$ cat config.mk
export PLATFORM = sky130hd
export DESIGN_NAME = conv_window_anchor_gen
export DESIGN_NICKNAME = d
export VERILOG_FILES = /design/src/rtl/conv_anchor_pkg.sv /design/src/rtl/anchor_axis_stepper.sv /design/src/rtl/conv_window_anchor_gen.sv
export SDC_FILE = /design/constraint.sdc
export NUM_CORES = 1
export LEC_CHECK = 0
export ABC_CLOCK_PERIOD_IN_PS = 4550
export CORE_ASPECT_RATIO = 0.75
export CORE_MARGIN = 2
export CORE_UTILIZATION = 40
export DETAILED_ROUTE_END_ITERATION = 8
export GPL_TIMING_DRIVEN = 0
export PLACE_DENSITY = 0.6
export SLEW_MARGIN = 25
export SYNTH_ARGS = -nofsm -noshare
export SYNTH_HDL_FRONTEND = slang
export SYNTH_SLANG_ARGS = --single-unit
$ cat constraint.sdc
create_clock -name clk -period 4.55 [get_ports clk]
set_input_delay 0.91 -clock clk [delete_from_list [all_inputs] [get_ports clk]]
set_output_delay 0.91 -clock clk [all_outputs]
set_load 0.02 [all_outputs]
$ cat src/rtl/conv_anchor_pkg.sv
// Shared state encoding and geometry helpers for the conv window anchor generator.
package conv_anchor_pkg;

    localparam int COORD_W_DEFAULT = 16;

    typedef enum logic [1:0] {
        ST_IDLE = 2'd0,
        ST_RUN  = 2'd1,
        ST_FIN  = 2'd2
    } anchor_state_e;

    // Output positions along one axis; 0 when the padded input is smaller than the kernel.
    function automatic int conv_out_dim(input int in_dim, input int k, input int s, input int p);
        int span;
        span = in_dim + 2 * p - k;
        if (span < 0 || s < 1) begin
            return 0;
        end
        return span / s + 1;
    endfunction

    function automatic int idx_width(input int count);
        return (count > 1) ? $clog2(count) : 1;
    endfunction

endpackage

$ cat src/rtl/anchor_axis_stepper.sv
// One output axis: position index plus the signed input coordinate it maps to.
// The coordinate is accumulated by STEP so no multiplier is needed.
module anchor_axis_stepper
    import conv_anchor_pkg::*;
#(
    parameter int COUNT   = 1,
    parameter int START   = 0,
    parameter int STEP    = 1,
    parameter int COORD_W = COORD_W_DEFAULT
) (
    input  logic                      clk,
    input  logic                      rst_n,
    input  logic                      clear_i,
    input  logic                      adv_i,
    output logic signed [COORD_W-1:0] coord_o,
    output logic signed [COORD_W-1:0] coord_d_o,
    output logic                      last_o,
    output logic                      last_d_o
);

    localparam int                         IDX_W    = idx_width(COUNT);
    localparam logic [IDX_W-1:0]           LAST_IDX = IDX_W'(COUNT - 1);
    localparam logic signed [COORD_W-1:0]  START_C  = COORD_W'(START);
    localparam logic signed [COORD_W-1:0]  STEP_C   = COORD_W'(STEP);

    logic [IDX_W-1:0]          idx_q;
    logic [IDX_W-1:0]          idx_d;
    logic signed [COORD_W-1:0] coord_q;
    logic signed [COORD_W-1:0] coord_d;

    always_comb begin
        idx_d   = idx_q;
        coord_d = coord_q;
        if (clear_i) begin
            idx_d   = '0;
            coord_d = START_C;
        end else if (adv_i) begin
            if (idx_q == LAST_IDX) begin
                idx_d   = '0;
                coord_d = START_C;
            end else begin
                idx_d   = idx_q + 1'b1;
                coord_d = coord_q + STEP_C;
            end
        end
    end

    always_ff @(posedge clk or negedge rst_n) begin
        if (!rst_n) begin
            idx_q   <= '0;
            coord_q <= START_C;
        end else begin
            idx_q   <= idx_d;
            coord_q <= coord_d;
        end
    end

    assign coord_o   = coord_q;
    assign coord_d_o = coord_d;
    assign last_o    = (idx_q == LAST_IDX);
    assign last_d_o  = (idx_d == LAST_IDX);

endmodule

$ cat src/rtl/conv_window_anchor_gen.sv
// Streams the top-left input coordinate and channel of every conv window in
// raster order (channel outer, row, column inner) over a valid/ready handshake.
module conv_window_anchor_gen
    import conv_anchor_pkg::*;
#(
    parameter int IN_H     = 28,
    parameter int IN_W     = 28,
    parameter int K_H      = 3,
    parameter int K_W      = 3,
    parameter int STRIDE_H = 1,
    parameter int STRIDE_W = 1,
    parameter int PAD_H    = 1,
    parameter int PAD_W    = 1,
    parameter int CH       = 1,
    parameter int COORD_W  = COORD_W_DEFAULT,
    localparam int CH_W    = idx_width(CH)
) (
    input  logic                      clk,
    input  logic                      rst_n,
    input  logic                      enable,
    input  logic                      anchor_ready,
    output logic                      anchor_valid,
    output logic signed [COORD_W-1:0] anchor_row,
    output logic signed [COORD_W-1:0] anchor_col,
    output logic [CH_W-1:0]           anchor_ch,
    output logic                      anchor_pad,
    output logic                      anchor_eol,
    output logic                      anchor_last,
    output logic                      done
);

    localparam int OUT_H = conv_out_dim(IN_H, K_H, STRIDE_H, PAD_H);
    localparam int OUT_W = conv_out_dim(IN_W, K_W, STRIDE_W, PAD_W);

    // A window overlaps bottom/right padding once its origin passes these limits.
    localparam logic signed [COORD_W-1:0] ROW_MAX = COORD_W'(IN_H - K_H);
    localparam logic signed [COORD_W-1:0] COL_MAX = COORD_W'(IN_W - K_W);
    localparam logic [CH_W-1:0]           CH_LAST = CH_W'(CH - 1);

    if (OUT_H < 1 || OUT_W < 1) begin : g_bad_geometry
        $error("conv_window_anchor_gen: output map is empty (OUT_H=%0d OUT_W=%0d)", OUT_H, OUT_W);
    end
    if (STRIDE_H < 1 || STRIDE_W < 1 || CH < 1) begin : g_bad_params
        $error("conv_window_anchor_gen: strides and channel count must be >= 1");
    end

    anchor_state_e state_q;
    anchor_state_e state_d;
    logic          valid_q, valid_d;
    logic          done_q, done_d;
    logic          pad_q, pad_d;
    logic          eol_q, eol_d;
    logic          last_q, last_d;
    logic [CH_W-1:0] ch_q, ch_d;

    logic clear;
    logic load_flags;
    logic col_adv;
    logic row_adv;
    logic ch_adv;
    logic xfer;

    logic signed [COORD_W-1:0] row_coord, row_coord_d;
    logic signed [COORD_W-1:0] col_coord, col_coord_d;
    logic                      row_last, row_last_d;
    logic                      col_last, col_last_d;

    assign xfer    = valid_q & anchor_ready;
    assign row_adv = col_adv & col_last;
    assign ch_adv  = row_adv & row_last;

    anchor_axis_stepper #(
        .COUNT   (OUT_W),
        .START   (-PAD_W),
        .STEP    (STRIDE_W),
        .COORD_W (COORD_W)
    ) u_col_stepper (
        .clk       (clk),
        .rst_n     (rst_n),
        .clear_i   (clear),
        .adv_i     (col_adv),
        .coord_o   (col_coord),
        .coord_d_o (col_coord_d),
        .last_o    (col_last),
        .last_d_o  (col_last_d)
    );

    anchor_axis_stepper #(
        .COUNT   (OUT_H),
        .START   (-PAD_H),
        .STEP    (STRIDE_H),
        .COORD_W (COORD_W)
    ) u_row_stepper (
        .clk       (clk),
        .rst_n     (rst_n),
        .clear_i   (clear),
        .adv_i     (row_adv),
        .coord_o   (row_coord),
        .coord_d_o (row_coord_d),
        .last_o    (row_last),
        .last_d_o  (row_last_d)
    );

    // Sequencing: enable low overrides everything and drops any pending anchor.
    always_comb begin
        state_d    = state_q;
        valid_d    = valid_q;
        done_d     = done_q;
        clear      = 1'b0;
        col_adv    = 1'b0;
        load_flags = 1'b0;
        if (!enable) begin
            state_d = ST_IDLE;
            valid_d = 1'b0;
            done_d  = 1'b0;
            clear   = 1'b1;
        end else begin
            case (state_q)
                ST_IDLE: begin
                    state_d    = ST_RUN;
                    valid_d    = 1'b1;
                    load_flags = 1'b1;
                end
                ST_RUN: begin
                    if (xfer) begin
                        if (last_q) begin
                            state_d = ST_FIN;
                            valid_d = 1'b0;
                            done_d  = 1'b1;
                        end else begin
                            col_adv    = 1'b1;
                            load_flags = 1'b1;
                        end
                    end
                end
                ST_FIN: begin
                    done_d = 1'b1;
                end
                default: begin
                    state_d = ST_IDLE;
                    valid_d = 1'b0;
                    done_d  = 1'b0;
                end
            endcase
        end
    end

    // Flags derive from the next coordinates so they register alongside them.
    always_comb begin
        ch_d   = ch_q;
        pad_d  = pad_q;
        eol_d  = eol_q;
        last_d = last_q;
        if (clear) begin
            ch_d = '0;
        end else if (ch_adv) begin
            ch_d = (ch_q == CH_LAST) ? '0 : ch_q + 1'b1;
        end
        if (clear) begin
            pad_d  = 1'b0;
            eol_d  = 1'b0;
            last_d = 1'b0;
        end else if (load_flags) begin
            pad_d  = row_coord_d[COORD_W-1] | col_coord_d[COORD_W-1] |
                     (row_coord_d > ROW_MAX) | (col_coord_d > COL_MAX);
            eol_d  = col_last_d;
            last_d = col_last_d & row_last_d & (ch_d == CH_LAST);
        end
    end

    always_ff @(posedge clk or negedge rst_n) begin
        if (!rst_n) begin
            state_q <= ST_IDLE;
            valid_q <= 1'b0;
            done_q  <= 1'b0;
            pad_q   <= 1'b0;
            eol_q   <= 1'b0;
            last_q  <= 1'b0;
            ch_q    <= '0;
        end else begin
            state_q <= state_d;
            valid_q <= valid_d;
            done_q  <= done_d;
            pad_q   <= pad_d;
            eol_q   <= eol_d;
            last_q  <= last_d;
            ch_q    <= ch_d;
        end
    end

    assign anchor_valid = valid_q;
    assign anchor_row   = row_coord;
    assign anchor_col   = col_coord;
    assign anchor_ch    = ch_q;
    assign anchor_pad   = pad_q;
    assign anchor_eol   = eol_q;
    assign anchor_last  = last_q;
    assign done         = done_q;

endmodule
==> flow_metrics.tcl, run 1 <==
set metrics [dict create \
    path_cells "clkdlybuf4s50_1 > nand2_2 > or4_1 > buf_2 > or2_1 > buf_6 > o31a_1 > a2111oi_4 > nor4b_2 > a31oi_1" \
    post_cts_resized 0 \
    numCtsBuffers 5 \
    tns_ns 0 \
    grt_max_degree 51 \
    track_usage_pct 18.32 \
    cap_viol_max_count 0 \
    muxShareOfSynthArea_pct 1.786 \
    synth_top_family_by_area "simple AND/OR/NAND/NOR gates" \
    intPower_mw 0.7752 \
    overflow 0 \
    yosys_warnings 0 \
    switching_share_pct 31.97 \
    post-route-period-util_pct 76.66 \
    hold_buffers 0 \
    multi_input_comb_area_mm2 0.001520 \
    vias_per_cell 5.210 \
    drc 0 \
    crit_fanout 9 \
    power_leakage_nw 1.444 \
    hold_path.class "register to register" \
    ys.flop_type "dfstp_2" \
    area_delta_synth_final_pct 23.17 \
    fill_cells 665 \
    post_cts_buffers 0 \
    syn_nets 307 \
    ys_async_sr_fraction_pct 100.0 \
    clock_sinks 50 \
    slowest_delay_ns 0.58 \
    synth_adder_area_share_pct 3.484 \
    fin_cells 442 \
    r2r-start "state_q[1]" \
    hpwlAfterDp_um 4898 \
    synth_enable_flop_cells 0 \
    synthCells 295 \
    p_sw_mw 0.3643 \
    hp-start "anchor_eol" \
    drtIter0Drc 92 \
    synth-compound-area-share_pct 9.146 \
    yosysSeqAreaShare_pct 44.95 \
    core_mm2 0.006897 \
    finalMaxSlewViolations 0 \
    dieArea_mm2 0.007883 \
    dr_total_vias 2303 \
    worstRegToRegCells 11 \
    clock_path_buffers 2 \
    place_ws_ns 0.7567 \
    worstSetupPathType "input port to register" \
    cpMaxStageDelayCell "clkdlybuf4s50_1" \
    insertion_delay_ns 0.32 \
    worst_pin_slew_ns 0.9369 \
    hold_end "anchor_eol" \
    antenna_cells 0 \
    io_buffers 41 \
    slew_headroom_pct 37.06 \
    placed_cells 434 \
    firstDrtPassIters 5 \
    end_kind "register" \
    ys_ff_latch 50 \
    layout_common_cells "47 x nand2_1, 40 x clkdlybuf4s50_1, 32 x dfstp_2" \
    seq_area_mm2 0.001291 \
    layout_commonest_cell "nand2_1" \
    required_ns 4.74 \
    reg2reg_slack_ns 1.39 \
    htree_levels 2 \
    reg2reg_to "anchor_pad" \
    cts_root_buffer "clkbuf_8" \
    rsz0062_at_grt "no" \
    path_clk_slew_ns 0.10 \
    post-route-util_pct 51.31 \
    irDropWorstVdd_v 0.0001684 \
    grt_pass1_vias 2178 \
    drive_above_1_share_pct 15.12 \
    synth_xor_area_share_pct 10.67 \
    hold_path_depth 1 \
    yosys.cell_types.count 54 \
    fin_ws_ns 1.062 \
    antenna_found_initial 0 \
    p_comb_share_pct 25.2 \
    maxClockFrequency_mhz 286.7 \
    die_x_um 101.9 \
    crit_buf_inv 3 \
    rows 26 \
    hold_violations 0 \
    clkPwrFrac_pct 29.5 \
    gp_congestion 0.7723 \
    postRouteAntennaNets 0 \
    fin_skew_ns 0.01312 \
    synth-simple-area-share_pct 27.57 \
    grt_first_pass_wirelength_um 11270 \
    cts_tree "done" \
    crit_family "simple AND/OR/NAND/NOR gates" \
    period_minus_slack_ns 3.488 \
    syn_area_mm2 0.002873 \
    nets 355 \
    cp_data_arrival_time_ns 3.68 \
    post_drt_wl_per_cell_um 15.08 \
    start_util_pct 41.65 \
    fp.dieH_um 77.39 \
    setup_viol 0 \
    postRouteWirelength_um 6664 \
    seq_power_share_pct 45.3 \
    holdWs_ns 0.5278 \
    power_density_mw_per_mm2 322.0 \
    io_pins 42 \
    outcome "finished, final reports clean" \
    syn_area_per_cell_um2 9.738 \
    cp-start-kind "input port" \
]
==> cells by family after synthesis <==
logic type / Yosys count
muxes: 5
xor gates and xnor gates: 35
AOI/OAI and AO/OA: 35
adders and majority gates: 8
DFF: 50
buffers and inverters: 16
and+or+nand+nor: 146
==> how the worst max path moves through the flow <==
stage / end / slack [ns] / start / depth (start not counted)
finish: anchor_pad / 1.06 / enable / 10
global route: anchor_pad / 0.83 / enable / 9
CTS: anchor_pad / 1.09 / enable / 10
detailed placement: anchor_pad / 0.76 / enable / 10
global placement: anchor_pad / 0.72 / enable / 10
floorplan: anchor_pad / 1.62 / anchor_ready / 9
==> registers in the layout (all words and copies together), names as in the netlist <==
register	cells
anchor_ch	1
anchor_eol	1
anchor_last	1
anchor_pad	1
anchor_valid	1
done	1
state_q	2
u_col_stepper.coord_o	16
u_col_stepper.idx_q	5
u_row_stepper.coord_o	16
u_row_stepper.idx_q	5
==> routing by layer <==
metal	vias up	track usage, %	share of wire [%]
met5	-	0	0
met4	0	4.400	1.0
met3	8	3.694	4.7
met2	51	24.14	40
met1	1102	30.07	54
li1	1142	-	-
==> cell usage after synthesis, drive strengths merged (2+ instances only) <==
| cell type | count | area (um2) |
|---|---|---|
| nor2b | 10 | 62.56 |
| buf | 2 | 16.26 |
| nand2 | 48 | 182.7 |
| dfstp | 32 | 840.8 |
| nor3b | 2 | 15.01 |
| nor3 | 5 | 25.02 |
| xor2 | 18 | 157.7 |
| dfrtp | 18 | 450.4 |
| a21oi | 4 | 20.02 |
| a22o | 3 | 26.28 |
| nand4 | 14 | 87.58 |
| nor4 | 5 | 37.53 |
| xnor2 | 17 | 148.9 |
| a31oi | 3 | 18.77 |
| o21ai | 12 | 60.05 |
| and3 | 5 | 31.28 |
| nor2 | 17 | 63.81 |
| mux2i | 4 | 40.04 |
| nand4b | 4 | 41.29 |
| nand3 | 17 | 85.08 |
| a2111oi | 2 | 36.29 |
| nand3b | 2 | 27.53 |
| clkbuf | 8 | 30.03 |
| nand2b | 6 | 37.54 |
| ha | 8 | 100.1 |
| inv | 6 | 22.52 |
| and2 | 2 | 12.51 |
| and4b | 2 | 20.02 |
==> layout make-up <==
cell class,instances,share of cell area (%)
multi-input cells,229,42.96
well taps,98,3.465
clock buffers,7,3.359
plain buffers,10,1.308
repair buffers,41,11.53
clock inverters,1,0.2475
inverters,6,0.6365
flip-flops and latches,50,36.49
==> power by group through the flow <==
stage | Combinational [mW] | Sequential, mW | Clock (mW)
2_1_floorplan | 0.166 | 0.542 | 0
3_3_place_gp | 0.283 | 0.522 | 0
3_5_place_dp | 0.287 | 0.522 | 0
4_1_cts | 0.289 | 0.516 | 0.345
5_1_grt | 0.320 | 0.521 | 0.364
6_report | 0.287 | 0.516 | 0.336
==> through the flow <==
step | instance area (um2) | total power [mW]
6_report | 3538 | 1.139
5_1_grt | 3538 | 1.205
4_1_cts | 3538 | 1.149
3_5_place_dp | 3411 | 0.8098
3_3_place_gp | 3406 | 0.8049
2_1_floorplan | 2873 | 0.7072
No activity file was read; power rests on OpenSTA's default activity.
==> inputs of run 2 (changes only) <==
--- a/config.mk
+++ b/config.mk
@@ -5,7 +5,7 @@
 export SDC_FILE = /design/constraint.sdc
 export NUM_CORES = 1
 export LEC_CHECK = 0
-export ABC_CLOCK_PERIOD_IN_PS = 4550
+export ABC_CLOCK_PERIOD_IN_PS = 3300
 export CORE_ASPECT_RATIO = 0.75
 export CORE_MARGIN = 2
 export CORE_UTILIZATION = 40
==> constraint.sdc (replaced) <==
create_clock -name clk -period 3.3 [get_ports clk]
set_input_delay 0.66 -clock clk [delete_from_list [all_inputs] [get_ports clk]]
set_output_delay 0.66 -clock clk [all_outputs]
set_load 0.02 [all_outputs]
==> run 2 against run 1 <==
  * Clock-buffer cell count unchanged
  * Worst setup slack got worse by 0.84 ns
  * Wire length grew 0.45%
  * Flip-flop and latch count is the same
  * Final cell count is the same
  * Sequential power increased by 38%
  * Global-route usage is the same
==> flow_metrics.tcl, run 2 (synthesis gave the netlist of run 1 again) <==
set metrics [dict create \
    outcome "finished, final reports clean" \
    seq_area_mm2 0.001291 \
    tns_ns 0 \
    path_cells "inv_1 > ha_2 > nand2_2 > or4_1 > buf_2 > or2_1 > buf_6 > o31a_1 > a2111oi_4 > nor4b_2 > a31oi_1" \
    finalMaxSlewViolations 0 \
    slew_headroom_pct 36.45 \
    place_area_mm2 0.003411 \
    path_clk_slew_ns 0.10 \
    post-route-util_pct 51.45 \
    htree_levels 2 \
    met2_usage_pct 24.14 \
    place_ws_ns -0.2433 \
    post_cts_buffers 0 \
    r2r-start "state_q[1]" \
    numCtsBuffers 5 \
    cpMaxStageDelayCell "or4_1" \
    hpwlAfterDp_um 4898 \
    crit_family "simple AND/OR/NAND/NOR gates" \
    clock_path_buffers 2 \
    reg2reg_slack_ns 0.22 \
    hold_path.class "input port to async pin" \
    cp-startpoint "state_q[1]" \
    fin_ws_ns 0.2242 \
    grt_first_pass_wirelength_um 11270 \
    drc 0 \
    power_density_mw_per_mm2 444.3 \
    clock_sinks 50 \
    postRouteWirelength_um 6694 \
    dieArea_mm2 0.007883 \
    multi_input_comb_area_mm2 0.001524 \
    grt_pass1_vias 2178 \
    antenna_cells 0 \
    track_usage_pct 18.32 \
    fin_skew_ns 0.01382 \
    post_drt_wl_per_cell_um 15.14 \
    hold_buffers 0 \
    fin_area_mm2 0.003548 \
    crit_fanout 9 \
    reg2reg_to "anchor_pad" \
    drive_above_1_share_pct 15.70 \
    firstDrtPassIters 4 \
    rsz0062_at_grt "no" \
    grt_max_degree 51 \
    insertion_delay_ns 0.32 \
    cts_root_buffer "clkbuf_8" \
    post-route-period-util_pct 93.21 \
    start_util_pct 41.65 \
    irDropWorstVdd_v 0.0002348 \
    cap_viol_max_count 0 \
    use_met1_pct 30.07 \
    cp_data_arrival_time_ns 3.27 \
    core_mm2 0.006897 \
    crit_buf_inv 3 \
    overflow 0 \
    power_leakage_nw 1.464 \
    worstSetupPathType "register to register" \
    period_minus_slack_ns 3.076 \
    use_met3_pct 3.694 \
    drtIter0Drc 91 \
    rows 26 \
    worst_pin_slew_ns 0.9460 \
    cts_tree "done" \
    cp-start-kind "register" \
    vias_per_cell 5.217 \
    antenna_found_initial 0 \
    io_buffers 41 \
    layout_commonest_cell "nand2_1" \
    end_kind "register" \
    fp.dieH_um 77.39 \
    worstRegToRegCells 11 \
    totalPowerFinal_mw 1.577 \
    dr_total_vias 2306 \
    gp_congestion 0.7723 \
    setup_viol 0 \
    area_delta_synth_final_pct 23.52 \
    die_x_um 101.9 \
    required_ns 3.49 \
    post_cts_resized 0 \
    maxClockFrequency_mhz 325.1 \
    hold_violations 0 \
    io_pins 42 \
    nets 355 \
    fill_cells 666 \
    layout_common_cells "47 x nand2_1, 38 x clkdlybuf4s50_1, 32 x dfstp_2" \
    slowest_delay_ns 0.55 \
    grt.busiest_layer "met1" \
    postRouteAntennaNets 0 \
]
-- run 2: cell count changes in the layout (fill, tap and decap cells not counted) --
cell,delta
clkdlybuf4s50_1,-2
dlymetal6s2s_1,+2
a2111oi_0,-1
a2111oi_1,+1
clkbuf_1,-1
clkbuf_2,+1
ha_1,-1
ha_2,+1
-- run 2: per-layer routing --
| metal | vias to the layer above | part of all wire (%) |
|---|---|---|
| li1 | 1144 | - |
| met1 | 1110 | 54 |
| met2 | 44 | 40 |
| met3 | 8 | 4.2 |
| met4 | 0 | 1.0 |
| met5 | - | 0 |
-- run 2: power breakdown --
part	internal [mW]	switching [mW]	leakage (nW)	total (mW)
Sequential	0.663	0.0491	0.583	0.712
Combinational	0.165	0.234	0.817	0.399
Clock	0.243	0.223	0.0647	0.466
-- run 2: worst max path at each step --
stage	slack, ns	to	depth (start not counted)
floorplan	0.54	anchor_pad	11
finish	0.22	anchor_pad	11
detailed placement	-0.24	anchor_pad	10
global placement	-0.28	anchor_pad	10
global route	0.04	anchor_pad	11
CTS	0.09	anchor_pad	10
-- run 2: layout make-up --
cell class                      instances  area share [%]
Inverter                                6          0.6347
Sequential cell                        50           36.39
Clock buffer                            7           3.350
Clock inverter                          1          0.2468
Timing Repair Buffer                   41           11.64
Buffer                                 10           1.340
Multi-Input combinational cell        229           42.95
Tap cell                               98           3.456
-- run 2: per-stage QoR --
step | cells | hold slack [ns]
global placement | 434 | 0.5088
CTS | 442 | 0.3745
global route | 442 | 0.4031
floorplan | 295 | 0.3644
finish | 442 | 0.3577
detailed placement | 434 | 0.5089
==> inputs of run 3 (changes only) <==
--- a/config.mk
+++ b/config.mk
@@ -9,6 +9,7 @@
 export CORE_ASPECT_RATIO = 0.75
 export CORE_MARGIN = 2
 export CORE_UTILIZATION = 40
+export CTS_BUF_LIST = sky130_fd_sc_hd__clkbuf_16
 export DETAILED_ROUTE_END_ITERATION = 8
 export GPL_TIMING_DRIVEN = 0
 export PLACE_DENSITY = 0.6
==> run 3 against run 2 <==
  * Sequential power about the same
  * Total power up 9.1%
  * Non-clock buffer count unchanged
  * Die area unchanged
  * Global-route usage up 0.31 points
  * Largest power group unchanged
==> flow_metrics.tcl, run 3 (synthesis gave the netlist of run 1 again) <==
set metrics [dict create \
    die_x_um 101.9 \
    post-route-period-util_pct 92.98 \
    reg2reg_to "anchor_pad" \
    fill_cells 665 \
    antenna_cells 0 \
    clock_path_buffers 2 \
    path_cells "inv_1 > ha_2 > nand2_2 > or4_1 > buf_2 > or2_1 > buf_6 > o31a_1 > a2111oi_4 > nor4b_2 > a31oi_1" \
    rsz0062_at_grt "no" \
    placed_cells 434 \
    power_leakage_nw 1.490 \
    irDropWorstVdd_v 0.0002311 \
    outcome "finished, final reports clean" \
    overflow 0 \
    layout_commonest_cell "nand2_1" \
    track_usage_pct 18.63 \
    antenna_found_initial 0 \
    nets 355 \
    io_buffers 41 \
    postRouteWirelength_um 6816 \
    firstDrtPassIters 4 \
    cp_data_arrival_time_ns 3.23 \
    drtIter0Drc 96 \
    cp-start-kind "register" \
    crit_buf_inv 3 \
    required_ns 3.46 \
    fin_cells 442 \
    reg2reg_slack_ns 0.23 \
    fp.dieH_um 77.39 \
    dieArea_mm2 0.007883 \
    tns_ns 0 \
    finalMaxSlewViolations 0 \
    io_pins 42 \
    htree_levels 2 \
    power_density_mw_per_mm2 477.1 \
    worstRegToRegCells 11 \
    crit_fanout 9 \
    hold_buffers 0 \
    post_drt_wl_per_cell_um 15.42 \
    slowest_delay_ns 0.56 \
    end_kind "register" \
    clock_sinks 50 \
    grt_first_pass_wirelength_um 11430 \
    worst_pin_slew_ns 0.9221 \
    hpwlAfterDp_um 4898 \
    grt_max_degree 51 \
    hold_path.class "input port to async pin" \
    vias_per_cell 5.231 \
    holdWs_ns 0.3893 \
    grt_pass1_vias 2199 \
    crit_family "simple AND/OR/NAND/NOR gates" \
    layout_common_cells "47 x nand2_1, 38 x clkdlybuf4s50_1, 32 x dfstp_2" \
    cts_tree "done" \
    setup_viol 0 \
    cts_root_buffer "clkbuf_16" \
    maxClockFrequency_mhz 325.9 \
    numCtsBuffers 5 \
    fin_skew_ns 0.007931 \
    period_minus_slack_ns 3.068 \
    worstSetupPathType "register to register" \
    insertion_delay_ns 0.29 \
    cpMaxStageDelayCell "or4_1" \
    start_util_pct 41.65 \
    r2r-start "state_q[1]" \
    drc 0 \
    postRouteAntennaNets 0 \
    hold_violations 0 \
    drive_above_1_share_pct 15.70 \
    core_mm2 0.006897 \
    area_delta_synth_final_pct 25.48 \
    slew_headroom_pct 38.06 \
    rows 26 \
    gp_congestion 0.7723 \
    dr_total_vias 2312 \
    cap_viol_max_count 0 \
    path_clk_slew_ns 0.07 \
]
## run 3: changes by cell type in the layout (fill, tap and decap cells not counted)
cell / before / now
clkbuf_8: 5 / 0
clkbuf_16: 2 / 7
## run 3: stage by stage
stage	cell area (um2)	utilization (%)	worst slack, ns	total power [mW]
3_3_place_gp	3406	49.38	-0.2759	1.110
4_1_cts	3595	52.12	0.03713	1.734
6_report	3605	52.27	0.2317	1.720
5_1_grt	3605	52.27	0.02889	1.818
3_5_place_dp	3411	49.46	-0.2433	1.117
2_1_floorplan	2873	-	0.5370	0.9750
## run 3: layout make-up
| class | count | area [um2] | share of cell area, % |
|---|---|---|---|
| well taps | 98 | 122.6 | 3.402 |
| inverters | 6 | 22.52 | 0.6248 |
| clock inverters | 1 | 8.758 | 0.2430 |
| flip-flops and latches | 50 | 1291 | 35.82 |
| multi-input cells | 229 | 1524 | 42.28 |
| plain buffers | 10 | 47.55 | 1.319 |
| clock buffers | 7 | 175.2 | 4.859 |
| repair buffers | 41 | 412.9 | 11.45 |
## run 3: layer usage
metal  track usage (%)  up-vias  share of wire (%)
met1             30.26     1118                 54
met3             3.964        5                4.4
met5                 0        -                  0
li1                  -     1141                  -
met2             25.00       48                 41
met4             4.000        0               0.75
## run 3: how the worst max path moves through the flow
| stage | end | from | depth (start not counted) |
|---|---|---|---|
| finish | anchor_pad | state_q[1] | 11 |
| global route | anchor_pad | state_q[1] | 11 |
| CTS | anchor_pad | enable | 10 |
| detailed placement | anchor_pad | enable | 10 |
| global placement | anchor_pad | enable | 10 |
| floorplan | anchor_pad | state_q[1] | 11 |
## run 3: repair_timing
item	in CTS	in global routing
setup buffers	0	0
gates resized for setup	0	6
endpoints found under the setup margin	0	1
## run 3: power breakdown
part           switching [mW]  internal (mW)
clock network           0.235          0.375
logic                   0.234          0.164
registers              0.0483          0.663
==> RTL change 1, RTL diff (settings of run 1) <==
The parameter `K_W` goes from 3 to 2.
--- a/src/rtl/conv_window_anchor_gen.sv
+++ b/src/rtl/conv_window_anchor_gen.sv
@@ -6,7 +6,7 @@
     parameter int IN_H     = 28,
     parameter int IN_W     = 28,
     parameter int K_H      = 3,
-    parameter int K_W      = 3,
+    parameter int K_W      = 2,
     parameter int STRIDE_H = 1,
     parameter int STRIDE_W = 1,
     parameter int PAD_H    = 1,
Function: same outputs for any inputs over 10 cycles, from zero or initial values and one cycle with rst_n low; that may be too few to reach the edited logic, so the function may still have changed.
==> RTL change 1 against run 1 <==
- synthesized cell count grew 4.4%
- worst setup slack worse by 64 ps
- final area increased by 1.0%
- sequential cell count did not move
- non-clock buffer count grew 1
- critical endpoint unchanged
- area after synthesis grew 2.4%
- register-to-register slack worse by 60 ps
- die area grew 2.2%
- core utilization decreased by 1.9 points
- routed wire length is 3.4% higher
- count of clock-buffer cells in the layout unchanged
Power is not compared: it rests on default switching activity, and its combinational part moved more than twofold at a synthesized area within 25%.
==> RTL change 1: results (changes against run 1) <==
timing:
  max_slew.worst_pin.slew_ps: 695  # -242 ps
grt:
  grtUsageMet1_pct: 28.4  # -1.7 points
  grt_usage_pct: 18.0  # -0.35 points
  grt_first_pass_wirelength_um: 11300  # +0.31%
  grt_use_met2_pct: 25.0  # +0.86 points
status:
  status: "finished, final reports clean"
detailed_routing:
  wire_per_inst_um: 15.0  # -0.24%
  detail_route.wirelength_um: 6890  # +3.4%
  dr.first_iter.drc_count: 116  # +26%
synth:
  ys_types: 51  # -5.6%
  synthesis.nets: 321  # +4.6%
  muxShareOfSynthArea_pct: 2.26  # +0.47 points
  syn_inst: 308  # +4.4%
  synth-compound-area-share_pct: 8.77  # -0.38 points
  yosysSeqAreaShare_pct: 43.9  # -1.0 points
  synth_xor_area_share_pct: 10.1  # -0.54 points
  synthAdderAreaFrac_pct: 3.83  # +0.35 points
placement:
  placedCellCount: 450  # +3.7%
  detailed_place_hpwl_um: 5110  # +4.4%
final_layout:
  multi_input_gates: 235  # +2.6%
  clock_area_share_pct: 2.80  # -0.81 points
  multi_input_area_share_pct: 43.6  # +0.61 points
  nets: 369  # +3.9%
  signal_buffers: 52  # +2.0%
worst_setup_path:
  startpoint: "anchor_ready"
  path_max_fanout: 8  # -1
  slowest_stage: "nor4_1"
  arrival_ps: 3720  # +40 ps
clock_network:
  insertion_delay_ps: 300  # -20 ps
RTL change 1: changes by cell type after synthesis, moves of 5 or more:
cell,run 1,this run
a21oi_1,4,13
nor2b_1,10,1
inv_1,6,12
nand2b_1,6,1
RTL change 1: stage by stage:
| stage | hold slack [ps] | setup WS [ps] | utilization (%) | power (mW) | cell area, um^2 |
|---|---|---|---|---|---|
| after floorplan | 507 | 1640 | - | 0.542 | 2940 |
| final | 531 | 999 | 49.4 | 0.858 | 3570 |
| after global placement | 513 | 673 | 48.1 | 0.586 | 3480 |
| after global routing | 555 | 760 | 49.4 | 0.902 | 3570 |
| after CTS | 535 | 973 | 49.4 | 0.872 | 3570 |
| after detailed placement | 509 | 711 | 48.1 | 0.587 | 3470 |
RTL change 1: per-layer routing:
metal  routed length (um)  vias to the layer above
met1                 3620                     1153
met4                   85                        0
met3                  301                       11
met5                    0                        -
li1                     -                     1197
met2                 2880                       41
==> RTL change 2, RTL diff (settings of run 1) <==
Made on the original files. Take the reset off `ch_q` and load it in a clocked block of its own.
--- a/src/rtl/conv_window_anchor_gen.sv
+++ b/src/rtl/conv_window_anchor_gen.sv
@@ -176,7 +176,6 @@
             pad_q   <= 1'b0;
             eol_q   <= 1'b0;
             last_q  <= 1'b0;
-            ch_q    <= '0;
         end else begin
             state_q <= state_d;
             valid_q <= valid_d;
@@ -184,8 +183,11 @@
             pad_q   <= pad_d;
             eol_q   <= eol_d;
             last_q  <= last_d;
-            ch_q    <= ch_d;
-        end
+        end
+    end
+
+    always_ff @(posedge clk) begin
+        ch_q <= ch_d;
     end
 
     assign anchor_valid = valid_q;
Function: same outputs for any inputs over 10 cycles, from zero or initial values and one cycle with rst_n low; that may be too few to reach the edited logic, so the function may still have changed.
==> RTL change 2 against run 1 <==
- sequential share of layout area increased by 0.29 points
- sequential cell count unchanged
- area after synthesis decreased by 0.17%
- routed wire length increased by 1.0%
- synthesized cell count unchanged
- cell count unchanged
- final area decreased by 1.2%
- power decreased by 5.5%
- sequential power about the same
- worst setup slack improved by 5.2 ps
- largest cell class unchanged
- highest routed layer unchanged
==> RTL change 2: results (changes against run 1) <==
grt:
  grt_pass1_vias: 2199  # +0.96%
  antenna_found_initial: 0  # unchanged
  grt_max_degree: 50  # -2.0%
  grt_first_pass_wirelength_um: 11400  # +0.80%
  grt_usage_pct: 18.5  # +0.14 points
synth:
  async_reset_ff_share_pct: 98.0  # -2.0 points
  yosys-top-cells-count: "nand2_1, dfstp_2, xor2_1"
  syn_avg_cell_area_um2: 9.72  # -0.17%
  ys_types: 55  # +1.9%
  yosysSeqAreaShare_pct: 44.9  # -0.096 points
detailed_routing:
  dr.first_iter.drc_count: 128  # +39%
  drt_pass1_iterations: 4  # -1
  detail_route.wirelength_um: 6730  # +1.0%
status:
  status: "finished, final reports clean"
hold_path:
  hold_end: "anchor_ch"
  hold_path_startpoint: "anchor_ch"
placement:
  placedCellCount: 434  # unchanged
  placedInstanceArea_um2: 3410  # -0.15%
  detailed_place_hpwl_um: 4870  # -0.62%
  place_ws_ps: 691  # -65.7 ps
timing:
  whs_ps: 514  # -13.8 ps
  max_slew_margin_pct: 39.3  # +2.3 points
  fin_skew_ps: 8.26  # -4.86 ps
final_layout:
  drive_gt1_share_pct: 14.8  # -0.29 points
clock_network:
  root_buffer: "clkbuf_8"
pwr:
  internal_power_mw: 0.722  # -6.9%
  peakVddDrop_mv: 0.152  # -9.6%
  leakagePower_nw: 1.42  # -1.6%
worst_setup_path:
  arrival_ps: 3660  # -20 ps
  rrSetupSlack_ps: 1370  # -20 ps
[RTL change 2: cell types whose count changed in the layout (fill, tap and decap cells not counted), sizes merged]
cell	before	now
dfxtp	0	1
dfrtp	18	17
[RTL change 2: worst max-delay path by stage]
stage	to	cells after the start	slack (ps)
global placement	anchor_pad	10	720
detailed placement	anchor_pad	10	690
floorplan	anchor_pad	9	1620
finish	anchor_pad	10	1070
global route	anchor_pad	9	800
CTS	anchor_pad	10	1020
[RTL change 2: cell families after synthesis]
kind of cell / after synthesis / synth area share, %
AND/OR/NAND/NOR: 146 / 27.6
AO/OA/AOI/OAI: 35 / 9.16
flip-flops: 50 / 44.9
multiplexers: 5 / 1.79
XOR/XNOR: 35 / 10.7
adder cells (fa/ha/maj): 8 / 3.49
buffers and inverters: 16 / 2.40
[RTL change 2: worst max-delay path, cell delays in order]
cell             delay, ps
clkdlybuf4s50_1        580
nand2_2                170
or4_1                  540
buf_2                  170
or2_1                  220
buf_6                  140
xor2_1                 120
nand4_1                130
a2111oi_0              510
a31oi_1                150
[RTL change 2: metal layers]
layer	share of wire (%)	vias up	routed length (um)	GRT usage, %
met5	0	-	0	0
met4	0.94	0	63	4.73
met3	3.6	7	244	3.69
met2	40	49	2690	24.0
met1	55	1083	3730	30.4
li1	-	1144	-	-
[RTL change 2: power groups by stage]
stage                     sequential, mW  combinational [mW]  clock (mW)
final                              0.516               0.285       0.276
after global routing               0.521               0.318       0.304
after CTS                          0.515               0.288       0.285
after detailed placement           0.523               0.287           0
after global placement             0.522               0.282           0
after floorplan                    0.541               0.166           0
[RTL change 2: layout make-up]
cell class / instances / area (um^2)
Buffer: 10 / 46.3
Clock buffer: 7 / 86.3
Clock inverter: 1 / 5.00
Fill cell: 657 / 3370
Inverter: 6 / 22.5
Multi-Input combinational cell: 229 / 1520
Sequential cell: 50 / 1290
Tap cell: 98 / 123
Timing Repair Buffer: 41 / 408
